### src/rtl/tic_tac_toe_pkg.sv
// tic_tac_toe_pkg: shared state, winner codes and line geometry for the game controller
package tic_tac_toe_pkg;
  typedef enum logic [1:0] {IDLE, WAIT_MOVE, CHECK, DONE} state_t;
  localparam logic [1:0] WINNER_NONE = 2'b00;
  localparam logic [1:0] WINNER_BLUE = 2'b01;
  localparam logic [1:0] WINNER_YELLOW = 2'b10;
  localparam logic [1:0] WINNER_DRAW = 2'b11;
  localparam int NUM_SQUARES = 9;
  // rows, then columns, then the two diagonals; index order matches win_line bits
  localparam logic [3:0] LINES [8][3] = '{
    '{4'd0, 4'd1, 4'd2}, '{4'd3, 4'd4, 4'd5}, '{4'd6, 4'd7, 4'd8},
    '{4'd0, 4'd3, 4'd6}, '{4'd1, 4'd4, 4'd7}, '{4'd2, 4'd5, 4'd8},
    '{4'd0, 4'd4, 4'd8}, '{4'd2, 4'd4, 4'd6}
  };
endpackage

### src/rtl/win_detect.sv
// win_detect: flags every line fully owned by the given colour
module win_detect
  import tic_tac_toe_pkg::*;
(
  input  logic [NUM_SQUARES-1:0] square_en,
  input  logic [NUM_SQUARES-1:0] square_color,
  input  logic                   colour,
  output logic [7:0]             line_hit
);
  logic [NUM_SQUARES-1:0] mine;
  assign mine = square_en & (colour ? square_color : ~square_color);
  for (genvar l = 0; l < 8; l++) begin : g_line
    assign line_hit[l] = mine[LINES[l][0]] & mine[LINES[l][1]] & mine[LINES[l][2]];
  end
endmodule

### src/rtl/board_ctrl.sv
// board_ctrl: tic-tac-toe sequencing, board state and win/draw judgement
module board_ctrl
  import tic_tac_toe_pkg::*;
#(
  parameter logic FIRST_PLAYER = 1'b0
) (
  input  logic                   pclk,
  input  logic                   rst,
  input  logic                   start_en,
  input  logic                   choice_en,
  input  logic                   new_game,
  input  logic                   sel_valid,
  input  logic [3:0]             sel_idx,
  output logic                   sel_ack,
  output logic                   sel_reject,
  output logic [NUM_SQUARES-1:0] square_en,
  output logic [NUM_SQUARES-1:0] square_color,
  output logic                   player,
  output logic                   game_over,
  output logic [1:0]             winner,
  output logic [7:0]             win_line
);
  state_t state;
  logic [3:0] move_cnt;
  logic ng_pend, do_clear;
  logic [15:0] blocked;
  logic [NUM_SQUARES-1:0] pick;
  logic [7:0] line_hit;
  // indices 9..15 are permanently blocked so one lookup covers invalid and occupied
  always_comb begin
    blocked = {7'h7f, square_en};
    pick = NUM_SQUARES'(1) << sel_idx;
    do_clear = !start_en || ((new_game || ng_pend) && (state == WAIT_MOVE || state == DONE));
  end
  win_detect u_win (
    .square_en(square_en),
    .square_color(square_color),
    .colour(player),
    .line_hit(line_hit)
  );
  always_ff @(posedge pclk) begin
    if (rst || do_clear) begin
      state <= (!rst && start_en && !choice_en) ? WAIT_MOVE : IDLE;
      square_en <= '0;
      square_color <= '0;
      player <= FIRST_PLAYER;
      game_over <= 1'b0;
      winner <= WINNER_NONE;
      win_line <= '0;
      sel_ack <= 1'b0;
      sel_reject <= 1'b0;
      move_cnt <= '0;
      ng_pend <= 1'b0;
    end else begin
      sel_ack <= 1'b0;
      sel_reject <= 1'b0;
      ng_pend <= (state == CHECK) && new_game;
      case (state)
        IDLE: if (!choice_en) state <= WAIT_MOVE;
        WAIT_MOVE: if (sel_valid && !choice_en) begin
          if (blocked[sel_idx]) sel_reject <= 1'b1;
          else begin
            square_en <= square_en | pick;
            square_color <= player ? (square_color | pick) : square_color;
            move_cnt <= move_cnt + 4'd1;
            sel_ack <= 1'b1;
            state <= CHECK;
          end
        end
        CHECK: if (|line_hit) begin
          winner <= player ? WINNER_YELLOW : WINNER_BLUE;
          win_line <= line_hit;
          game_over <= 1'b1;
          state <= DONE;
        end else if (move_cnt == 4'd9) begin
          winner <= WINNER_DRAW;
          game_over <= 1'b1;
          state <= DONE;
        end else begin
          player <= ~player;
          state <= WAIT_MOVE;
        end
        default: ;
      endcase
    end
  end
endmodule

### config.mk
export PLATFORM = sky130hd
export DESIGN_NAME = board_ctrl
export DESIGN_NICKNAME = d
export VERILOG_FILES = /design/src/rtl/tic_tac_toe_pkg.sv /design/src/rtl/win_detect.sv /design/src/rtl/board_ctrl.sv
export SDC_FILE = /design/constraint.sdc
export NUM_CORES = 1
export LEC_CHECK = 0
export BUFFER_PORTS_ARGS = -buffer_cell sky130_fd_sc_hd__buf_4
export CAP_MARGIN = 40
export CORE_AREA = 2 2 75 56
export DETAILED_ROUTE_END_ITERATION = 6
export DIE_AREA = 0 0 77 58
export PLACE_DENSITY_LB_ADDON = 0.25
export SLEW_MARGIN = 10
export SYNTH_ARGS = -nofsm -noshare
export SYNTH_HDL_FRONTEND = slang
export SYNTH_HIERARCHICAL = 1
export SYNTH_SLANG_ARGS = --single-unit
### constraint.sdc
create_clock -name pclk -period 3.35 [get_ports pclk]
set_input_delay 0.67 -clock pclk [delete_from_list [all_inputs] [get_ports pclk]]
set_output_delay 0.67 -clock pclk [all_outputs]
set_load 0.02 [all_outputs]
==> results.toml <==
[clock_network]
clock_latency_ns = 0.29
root_buffer = "clkbuf_8"
cts_max_path_buffers = 2
h-tree-depth = 2
cts_resized = 0
ctsHoldBuffers = 0
cts_tree = "done"
clkTransAtPathRegs_ns = 0.07
postCtsSetupRepairBufs = 0
cts_buffers = 5
cts_sinks = 39

[floorplanning]
die-width_um = 77
ios = 42
rows = 19
die_h_um = 58
start_util_pct = 52.7
core_mm2 = 0.00376
dieArea_mm2 = 0.00447

[routing]
ant_nets = 0
drcViolationCount = 0
viasPerCell = 5.90
dr.pass1.iters = 4
avgRoutedWirePerCell_um = 14.8
wl_mm = 4.79
num_vias = 1906
drt_iter0_drc = 134

[power_and_ir_drop]
p_leak_nw = 0.979
power_frac_seq_pct = 54.8
power_frac_comb_pct = 10.3
peakVddDrop_mv = 0.212
swShare_pct = 25.5
internal-power_mw = 0.651
share_clk_of_total_power_pct = 34.9
p_sw_mw = 0.223
powerDensity_mw_per_mm2 = 364

[timing]
skew_ns = 0.00449
finalCritPeriodShare_pct = 72.7
setup_tns_ns = 0
finalCriticalPeriod_ns = 2.43
hold_viol_final = 0
slew-limit-headroom_pct = 51.0
fmax_mhz = 411
whs_ns = 0.458
setup_violations = 0
slew_viol_final = 0
grt_setup_unrepaired = "no"
worst_pin_slew_ns = 0.734

[hold_path]
hp-class = "flip-flop to flip-flop"

[setup_path]
required_ns = 3.40
worstSetupEndpointType = "flip-flop"
worstSetupPathType = "flip-flop to flip-flop"
cp_max_fo = 24
arrival_ns = 2.48
startpoint_type = "flip-flop"

[finish]
n_fill_cell = 358
layout.cells.non_filler = 323
final_common_cell = "buf_4"
layout-drive-gt1-share_pct = 21.8
diodes = 0
fin_area_mm2 = 0.00240
area_delta_synth_final_pct = 21.3
nets = 286
final_core_util_pct = 63.9
final_cell_mix = "44 x buf_4, 37 x dfxtp_1, 35 x nor2_1"

[place]
gp_routability_congestion = 0.821
post_dp_cell_area_mm2 = 0.00232
portBuffers = 41
place_inst = 315
hpwl_mm = 3.48

[global_routing]
grt_pass1_wl_mm = 7.84
antenna_found_initial = 0
globalRouteTotalUtil_pct = 22.4
overflow = 0
grt_max_degree = 25
grt_pass1_vias = 1608

[synthesis]
ys_seq_elements = 39
mappedNetlistArea_mm2 = 0.00198
async_reset_ff_share_pct = 0
synth_top_area_cell = "dfxtp_1"
synth_top_flop_cell = "dfxtp_1"
ys_top_cells_by_area = "dfxtp_1 37%, a41oi_1 7.1%, nor2_1 6.6%"
yosysSeqAreaShare_pct = 40.5
synth_top_area_share_pct = 37.4
syn_area_per_cell_um2 = 8.60
synth_cells = 230
synthesis.nets = 246
yosysUniqueCellTypes = 49
synth_edf_count = 2
ys_warn_count = 6

[job]
cap_violations = 0

[status]
status = "finished clean"
[kinds of logic after synthesis]
family	Yosys count	synth area share, %
and+or+nand+nor	109	28.4
AOI/OAI and AO/OA	51	19.4
buffers and inverters	17	3.98
xor gates and xnor gates	4	1.77
adders and majority gates	6	3.79
muxes	4	2.15
DFF	39	40.5
[state kept, by name, indices dropped and copies added (netlist names)]
| register | count |
|---|---|
| state | 2 |
| sel_ack | 1 |
| sel_reject | 1 |
| win_line | 8 |
| player | 1 |
| ng_pend | 1 |
| game_over | 1 |
| move_cnt | 4 |
| winner | 2 |
| square_en | 9 |
| square_color | 9 |
[area by class of cell]
| type | count | area [um2] | share of cell area (%) |
|---|---|---|---|
| multi-input combinational | 174 | 1100 | 45.8 |
| sequential | 39 | 801 | 33.4 |
| timing repair buffer | 44 | 330 | 13.8 |
| clock buffer | 7 | 76.3 | 3.18 |
| tap | 52 | 65.1 | 2.71 |
| inverter | 6 | 22.5 | 0.939 |
| clock inverter | 1 | 5.00 | 0.209 |
[worst max-delay path, stage by stage, from the launching register on]
cell and delay (ns):
dfxtp_1 0.80, xor2_1 0.36, a211oi_1 0.11, nor4_1 0.31
nand2_1 0.16, o21a_1 0.25, o211a_1 0.21
[worst paths after layout]
kind | startpoint | end | slack [ns] | depth (start not counted)
hold / removal | win_line[4]$_SDFFE_PP0P_ | win_line[4]$_SDFFE_PP0P_ | 0.46 | 2
setup reg to reg | player$_SDFFE_PP0P_ | state[1]$_SDFFCE_PP0P_ | 0.92 | 6
hold reg to reg | win_line[4]$_SDFFE_PP0P_ | win_line[4]$_SDFFE_PP0P_ | 0.46 | 2
setup / recovery | player$_SDFFE_PP0P_ | state[1]$_SDFFCE_PP0P_ | 0.92 | 6
[metrics by stage]
stage	power [mW]	setup WS (ns)
after floorplan	0.552	1.12
after global placement	0.577	1.08
after detailed placement	0.578	0.937
after CTS	0.878	0.929
after global routing	0.907	0.702
final	0.873	0.915
[routing by layer]
metal | global-route usage, % | routed length (um) | up-vias
li1 | - | - | 937
met1 | 33.0 | 2380 | 901
met3 | 4.52 | 312 | 8
met5 | 0 | 0 | -
met2 | 32.6 | 2030 | 60
met4 | 8.42 | 70 | 0
[power groups by stage]
stage	clock (mW)	sequential (mW)	combinational, mW
after detailed placement	0	0.489	0.0887
after global routing	0.326	0.479	0.102
after CTS	0.310	0.478	0.0891
after floorplan	0	0.488	0.0637
final	0.305	0.478	0.0900
after global placement	0	0.489	0.0881
[synthesized netlist by cell type (2+ instances only)]
cell,count
nor2_1,35
nor3b_1,2
a41oi_1,16
or3_1,6
and3b_1,2
nand2_1,19
a311oi_1,2
and3_1,3
xor2_1,3
inv_1,6
a22oi_1,2
a21boi_0,2
nand3_1,19
dfxtp_1,37
clkbuf_1,6
nand4_1,3
mux2_2,2
and2_1,2
edfxtp_1,2
o211ai_1,2
ha_1,6
o21a_1,2
a21oi_1,10
o22ai_1,2
nor4_1,4
nor2b_1,3
mux2i_1,2
a211oi_1,6
or4_1,2
buf_2,3
No activity file was read; power rests on OpenSTA's default activity.
